**src/rtl/receiver_uart_rx.sv**
```systemverilog
// UART receive path: 16x-oversampled deserialiser, FWFT word FIFO, sticky errors, config-request detect.
// Optional RX_MAJORITY_VOTE_EN: 2-of-3 majority sampling on ticks 7/8/9 of every bit.
module receiver_uart_rx #(
   parameter int unsigned RX_FIFO_DEPTH  = 8,
   parameter int unsigned CFG_REQ_CYCLES = 100000
) (
   input  logic       clk_i,
   input  logic       rst_i,
   input  logic       enable_i,
   input  logic       ov_baud_rt_i,
   input  logic       rx_i,
   input  logic [1:0] data_width_i,
   input  logic [1:0] stop_bits_number_i,
   input  logic [1:0] parity_mode_i,
   input  logic       rx_fifo_read_i,
   output logic [7:0] rx_data_o,
   output logic       rx_fifo_empty_o,
   output logic       rx_fifo_full_o,
   output logic       rx_done_o,
   output logic       parity_error_o,
   output logic       frame_error_o,
   output logic       overrun_error_o,
   input  logic       err_clear_i,
   output logic       cfg_req_o
);

   localparam int unsigned AW = (RX_FIFO_DEPTH > 1) ? $clog2(RX_FIFO_DEPTH) : 1;
   localparam int unsigned CW = AW + 1;
   localparam int unsigned LW = $clog2(CFG_REQ_CYCLES + 1);

   typedef enum logic [2:0] {
      RX_IDLE,
      RX_START,
      RX_DATA,
      RX_PARITY,
      RX_STOP,
      RX_CFG_REQ
   } rx_state_e;

   rx_state_e         state_q;
   logic              rx_meta_q;
   logic              rxs_q;
   logic [3:0]        baud_cnt_q;
   logic [2:0]        bit_cnt_q;
   logic [7:0]        shift_q;
   logic              par_pend_q;
   logic              frm_pend_q;
   logic              stop2_q;
   logic [LW-1:0]     low_cnt_q;
   logic              rx_done_q;
   logic              cfg_req_q;
   logic              parity_error_q;
   logic              frame_error_q;
   logic              overrun_error_q;

   logic [7:0]        mem_q [RX_FIFO_DEPTH];
   logic [AW-1:0]     wr_ptr_q, wr_ptr_d;
   logic [AW-1:0]     rd_ptr_q, rd_ptr_d;
   logic [CW-1:0]     count_q, count_d;
   logic [7:0]        head_q, head_d;
   logic              empty_q, empty_d;
   logic              full_q, full_d;

   logic              sample_bit_c;
   logic              sample_tick_c;
   logic              last_bit_c;
   logic              two_stop_c;
   logic              cfg_hit_c;
   logic              frame_done_c;
   logic              frm_now_c;
   logic              pop_c;
   logic              push_c;
   logic              overrun_c;

`ifdef RX_MAJORITY_VOTE_EN
   localparam logic [3:0] START_PT = 4'd9;
   logic [1:0] vote_q;

   // Collect the two earlier samples of each bit; the third is the live line on the decision tick.
   always_ff @(posedge clk_i) begin
      if (rst_i) begin
         vote_q <= 2'b11;
      end else if (ov_baud_rt_i &&
                   (((state_q == RX_START) && ((baud_cnt_q == 4'd7) || (baud_cnt_q == 4'd8))) ||
                    (((state_q == RX_DATA) || (state_q == RX_PARITY) || (state_q == RX_STOP)) &&
                     ((baud_cnt_q == 4'd13) || (baud_cnt_q == 4'd14))))) begin
         vote_q <= {vote_q[0], rxs_q};
      end
   end

   assign sample_bit_c = (vote_q[0] & vote_q[1]) | (vote_q[0] & rxs_q) | (vote_q[1] & rxs_q);
`else
   localparam logic [3:0] START_PT = 4'd7;
   assign sample_bit_c = rxs_q;
`endif

   assign sample_tick_c = ov_baud_rt_i && (baud_cnt_q == 4'd15);
   assign last_bit_c    = (bit_cnt_q == (3'(data_width_i) + 3'd4));
   assign two_stop_c    = (stop_bits_number_i == 2'b01);
   assign cfg_hit_c     = !rxs_q && (low_cnt_q == LW'(CFG_REQ_CYCLES - 1));
   assign frame_done_c  = (state_q == RX_STOP) && sample_tick_c &&
                          !(two_stop_c && !stop2_q) && !cfg_hit_c;
   assign frm_now_c     = frm_pend_q | !sample_bit_c;
   assign pop_c         = rx_fifo_read_i && !empty_q;
   assign push_c        = frame_done_c && (!full_q || pop_c);
   assign overrun_c     = frame_done_c && full_q && !pop_c;

   // FIFO next state; the head register is preloaded so the output stays registered.
   always_comb begin
      wr_ptr_d = wr_ptr_q + AW'(push_c);
      rd_ptr_d = rd_ptr_q + AW'(pop_c);
      count_d  = count_q + CW'(push_c) - CW'(pop_c);
      empty_d  = (count_d == '0);
      full_d   = (count_d == CW'(RX_FIFO_DEPTH));
      head_d   = 8'h00;
      if (!empty_d) begin
         if (push_c && (wr_ptr_q == rd_ptr_d)) begin
            head_d = shift_q;
         end else begin
            head_d = mem_q[rd_ptr_d];
         end
      end
   end

   always_ff @(posedge clk_i) begin
      if (push_c) begin
         mem_q[wr_ptr_q] <= shift_q;
      end
   end

   // Receiver FSM, line synchroniser, low-run counter, FIFO control and sticky errors.
   always_ff @(posedge clk_i) begin
      if (rst_i) begin
         state_q         <= RX_IDLE;
         rx_meta_q       <= 1'b1;
         rxs_q           <= 1'b1;
         baud_cnt_q      <= 4'd0;
         bit_cnt_q       <= 3'd0;
         shift_q         <= 8'h00;
         par_pend_q      <= 1'b0;
         frm_pend_q      <= 1'b0;
         stop2_q         <= 1'b0;
         low_cnt_q       <= '0;
         rx_done_q       <= 1'b0;
         cfg_req_q       <= 1'b0;
         parity_error_q  <= 1'b0;
         frame_error_q   <= 1'b0;
         overrun_error_q <= 1'b0;
         wr_ptr_q        <= '0;
         rd_ptr_q        <= '0;
         count_q         <= '0;
         head_q          <= 8'h00;
         empty_q         <= 1'b1;
         full_q          <= 1'b0;
      end else begin
         rx_meta_q <= rx_i;
         rxs_q     <= rx_meta_q;
         rx_done_q <= frame_done_c;
         cfg_req_q <= 1'b0;

         if (rxs_q) begin
            low_cnt_q <= '0;
         end else if (low_cnt_q != LW'(CFG_REQ_CYCLES)) begin
            low_cnt_q <= low_cnt_q + LW'(1);
         end

         parity_error_q  <= (parity_error_q & ~err_clear_i) | (frame_done_c & par_pend_q);
         frame_error_q   <= (frame_error_q & ~err_clear_i) | (frame_done_c & frm_now_c);
         overrun_error_q <= (overrun_error_q & ~err_clear_i) | overrun_c;

         wr_ptr_q <= wr_ptr_d;
         rd_ptr_q <= rd_ptr_d;
         count_q  <= count_d;
         head_q   <= head_d;
         empty_q  <= empty_d;
         full_q   <= full_d;

         if (ov_baud_rt_i) begin
            baud_cnt_q <= baud_cnt_q + 4'd1;
         end

         if (cfg_hit_c) begin
            state_q   <= RX_CFG_REQ;
            cfg_req_q <= 1'b1;
            bit_cnt_q <= 3'd0;
            stop2_q   <= 1'b0;
         end else begin
            unique case (state_q)
               RX_IDLE: begin
                  if (!rxs_q && enable_i) begin
                     state_q    <= RX_START;
                     baud_cnt_q <= 4'd0;
                  end
               end
               RX_START: begin
                  if (ov_baud_rt_i && (baud_cnt_q == START_PT)) begin
                     if (!sample_bit_c) begin
                        state_q    <= RX_DATA;
                        baud_cnt_q <= 4'd0;
                        bit_cnt_q  <= 3'd0;
                        shift_q    <= 8'h00;
                        par_pend_q <= 1'b0;
                        frm_pend_q <= 1'b0;
                        stop2_q    <= 1'b0;
                     end else begin
                        state_q <= RX_IDLE;
                     end
                  end
               end
               RX_DATA: begin
                  if (sample_tick_c) begin
                     shift_q[bit_cnt_q] <= sample_bit_c;
                     bit_cnt_q          <= bit_cnt_q + 3'd1;
                     if (last_bit_c) begin
                        bit_cnt_q <= 3'd0;
                        state_q   <= parity_mode_i[1] ? RX_STOP : RX_PARITY;
                     end
                  end
               end
               RX_PARITY: begin
                  if (sample_tick_c) begin
                     par_pend_q <= (^shift_q) ^ sample_bit_c ^ parity_mode_i[0];
                     state_q    <= RX_STOP;
                  end
               end
               RX_STOP: begin
                  if (sample_tick_c) begin
                     if (two_stop_c && !stop2_q) begin
                        stop2_q    <= 1'b1;
                        frm_pend_q <= frm_now_c;
                     end else begin
                        stop2_q <= 1'b0;
                        state_q <= RX_IDLE;
                     end
                  end
               end
               RX_CFG_REQ: begin
                  if (rxs_q) begin
                     state_q <= RX_IDLE;
                  end
               end
               default: state_q <= RX_IDLE;
            endcase
         end
      end
   end

   assign rx_data_o       = head_q;
   assign rx_fifo_empty_o = empty_q;
   assign rx_fifo_full_o  = full_q;
   assign rx_done_o       = rx_done_q;
   assign parity_error_o  = parity_error_q;
   assign frame_error_o   = frame_error_q;
   assign overrun_error_o = overrun_error_q;
   assign cfg_req_o       = cfg_req_q;

endmodule

```
**config.mk**
```make
export PLATFORM = sky130hd
export DESIGN_NAME = receiver_uart_rx
export DESIGN_NICKNAME = d
export VERILOG_FILES = /design/src/rtl/receiver_uart_rx.sv
export SDC_FILE = /design/constraint.sdc
export NUM_CORES = 1
export LEC_CHECK = 0
export ABC_CLOCK_PERIOD_IN_PS = 4390
export BUFFER_PORTS_ARGS = -buffer_cell sky130_fd_sc_hd__buf_4
export CAP_MARGIN = 5
export CORE_AREA = 10 10 139 141
export DETAILED_ROUTE_END_ITERATION = 10
export DIE_AREA = 0 0 149 151
export GPL_ROUTABILITY_DRIVEN = 0
export SLEW_MARGIN = 20
export SYNTH_ARGS = -nofsm -noshare
export SYNTH_HDL_FRONTEND = slang
export SYNTH_SLANG_ARGS = --single-unit
```
**constraint.sdc**
```tcl
create_clock -name clk_i -period 4.39 [get_ports clk_i]
set_input_delay 0.6585 -clock clk_i [delete_from_list [all_inputs] [get_ports clk_i]]
set_output_delay 0.6585 -clock clk_i [all_outputs]
set_load 0.01 [all_outputs]
```
==> flow_metrics.env <==
export IMPL_ys_flop_type="dfxtp_1"
export IMPL_synth_top_area_cell="edfxtp_1"
export IMPL_maxSlewHeadroom_pct=44.3
export IMPL_placed_cells=688
export IMPL_status="completed"
export IMPL_async_reset_ff_share_pct=0
export IMPL_finalCritPeriodShare_pct=78.8
export IMPL_grt_overflow=0
export IMPL_leakage_nw=2.39
export IMPL_vias=3510
export IMPL_power_density_nw_per_um2=512
export IMPL_cts_tree="done"
export IMPL_boundaryPins=28
export IMPL_grt_pass1_vias=3559
export IMPL_finalInstanceArea_sq_um=6670
export IMPL_fin_skew_ns=0.0137
export IMPL_synth_warnings=0
export IMPL_min_to="rxs_q"
export IMPL_synth_edf_count=64
export IMPL_synthCells=455
export IMPL_path_cells="nand4_1, a2111oi_4, o21ai_2, ha_1, inv_1, ha_1, inv_1, fa_1, xor2_1, and3b_1, o21a_1, a211oi_2"
export IMPL_clock_path_buffers=2
export IMPL_start_util_pct=34.3
export IMPL_worst_slack_ns=0.931
export IMPL_clkTransAtPathRegs_ns=0.06
export IMPL_initialDrtViolationCount=267
export IMPL_rsz0062_at_grt="false"
export IMPL_root_buffer="clkbuf_16"
export IMPL_drc=0
export IMPL_track_usage_pct=10.4
export IMPL_critical_path_max_fanout=14
export IMPL_finish_net_count=513
export IMPL_cpMaxStageDelayCell="dfxtp_1"
export IMPL_dieHeight_um=151
export IMPL_arrival_ns=3.72
export IMPL_vdd_drop_max_mv=0.265
export IMPL_drt_wl_total_um=11200
export IMPL_synth_area_sq_um=5650
export IMPL_dp_slack_ns=0.832
export IMPL_dpl_instance_area_sq_um=6100
export IMPL_total_power_w=0.00342
export IMPL_reg2reg_to="rx_data_o[0]"
export IMPL_regToRegStartpoint="baud_cnt_q[3]"
export IMPL_max_freq_mhz=289
export IMPL_cp_data_required_time_ns=4.65
export IMPL_synth_most_common_cell="dfxtp_1"
export IMPL_maxSlewViolCount=0
export IMPL_cts_setup_buffers=0
export IMPL_hold_path_class="reg -> reg"
export IMPL_finalNonFillerCells=720
export IMPL_ys_ff_latch=129
export IMPL_min_path_cells=1
export IMPL_grt_pass1_wl_um=18500
export IMPL_htree_levels=4
export IMPL_fin_setup_tns_ns=0
export IMPL_cts_hold_fix_buffers=0
export IMPL_r2r_slack_ns=0.93
export IMPL_grt_start_max_net_pins=24
export IMPL_area_growth_pct=18.1
export IMPL_tightest_slew_ns=0.833
export IMPL_drtAntennaViolNets=0
export IMPL_drive_gt1_share_pct=20.8
export IMPL_cts_resized=0
export IMPL_hold_viol_final=0
export IMPL_max_cap_viol_count=0
export IMPL_slowest_delay_ns=0.59
export IMPL_firstDrtPassIters=4
export IMPL_die_area_sq_um=22500
export IMPL_synth_top_area_share_pct=34.0
export IMPL_rows=47
export IMPL_path_class="reg -> reg"
export IMPL_min_delay_start="rx_meta_q"
export IMPL_core_sq_um=16500
export IMPL_rr_worst_depth=12
export IMPL_start_kind="register"
export IMPL_antenna_found_initial=0
export IMPL_clkLatencyLatePin_ns=0.42
export IMPL_ys_top_cells_by_area="edfxtp_1, dfxtp_1, mux4_2"
export IMPL_routed_via_density=4.88
export IMPL_cts_sinks=129
export IMPL_ys_types=60
export IMPL_avgRoutedWirePerCell_um=15.6
export IMPL_syn_num_nets=481
export IMPL_ys_seq_area_share_pct=57.1
export IMPL_fillers=1549
export IMPL_n_antenna_cell=0
export IMPL_finalSetupViolCount=0
export IMPL_die_w_um=149
export IMPL_syn_avg_cell_area_sq_um=12.4
export IMPL_cts_buffers=17
export IMPL_endpoint_kind="register"
export IMPL_synth_commonest_cells="dfxtp_1, edfxtp_1, nor2_1"
export IMPL_post_route_min_period_ns=3.46
export IMPL_dp_hpwl_um=7760
export IMPL_port_buffers=27
## routing by layer
metal  part of all wire (%)  GRT usage [%]  vias up  wire (um)
met5                      0              0        -          0
met4                    1.2           3.88        0        132
met3                    3.4           3.61       12        385
met2                     48           16.1       58       5350
met1                     48           13.2     1710       5370
li1                       -              -     1730          -
## layout by cell type (no fill, tap or decap), types with 3 or more instances in the layout
cell / n
clkbuf_16: 17
nor4b_1: 5
nor2b_1: 7
edfxtp_1: 64
and3_1: 4
nand3_1: 10
nor3b_1: 4
buf_4: 38
ha_1: 12
xor2_1: 18
nand3b_1: 5
mux2i_1: 19
a211oi_2: 8
nor3_1: 9
mux4_2: 16
nor2_1: 59
a21oi_1: 9
inv_1: 13
a31oi_1: 3
nand2_1: 15
or2_2: 5
nand4_1: 7
nor4_1: 5
nand2b_1: 10
o21ai_0: 7
dfxtp_1: 65
clkinvlp_4: 5
xnor2_1: 15
## kinds of logic (layout without fill, tap and decap cells)
logic type               after synthesis  after routing  synth area share [%]
buffers and inverters                 38             83                  2.75
multiplexers                          35             35                  9.75
AO/OA/AOI/OAI                         47             47                  6.82
flip-flops                           129            129                  57.1
adder cells (fa/ha/maj)               13             13                  3.01
AND/OR/NAND/NOR                      159            159                  15.1
XOR/XNOR                              34             34                  5.52
## worst max-delay path by stage
| stage | endpoint | cells after the start | startpoint | slack [ns] |
|---|---|---|---|---|
| floorplan | rx_data_o[0] | 14 | ov_baud_rt_i | 1.04 |
| global placement | rx_data_o[7] | 13 | ov_baud_rt_i | 0.89 |
| detailed placement | rx_data_o[0] | 13 | ov_baud_rt_i | 0.83 |
| CTS | rx_data_o[0] | 12 | state_q[2] | 0.96 |
| global route | rx_data_o[4] | 12 | baud_cnt_q[3] | 0.68 |
| finish | rx_data_o[0] | 12 | baud_cnt_q[3] | 0.93 |
## registers in the layout (all words and copies together), names as in the netlist, 3 cells and up
name        count
shift_q         8
low_cnt_q      17
rx_data_o       8
mem_q          64
bit_cnt_q       3
count_q         4
baud_cnt_q      4
rd_ptr_q        3
state_q         3
wr_ptr_q        3
## metrics by stage
stage / hold slack, ns / util (%)
3_3_place_gp: 0.402 / 37.1
2_1_floorplan: 0.389 / -
5_1_grt: 0.417 / 40.5
6_report: 0.424 / 40.5
3_5_place_dp: 0.408 / 37.1
4_1_cts: 0.411 / 40.5
## critical path, delay by kind of cell, from the launching register on
family,cells,cell delay (ns)
AOI/OAI and AO/OA,4,1.09
adders and majority gates,3,0.82
DFF,1,0.59
and+or+nand+nor,2,0.52
xor gates and xnor gates,1,0.19
buffers and inverters,2,0.10
## where the power goes
group          total (W)  leakage [nW]  internal [W]  switching, W
registers        0.00138          1.18       0.00133     0.0000559
logic           0.000686         0.948      0.000341      0.000345
clock network    0.00135         0.263      0.000834      0.000515
## layout make-up
cell class	instances	area, sq um	share of cell area, %
Multi-Input combinational cell	288	2270	34.0
Clock inverter	13	138	2.06
Inverter	13	48.8	0.731
Sequential cell	129	3220	48.3
Clock buffer	19	433	6.49
Timing Repair Buffer	38	285	4.28
Tap cell	220	275	4.13
(Power assumes the default switching activity.)
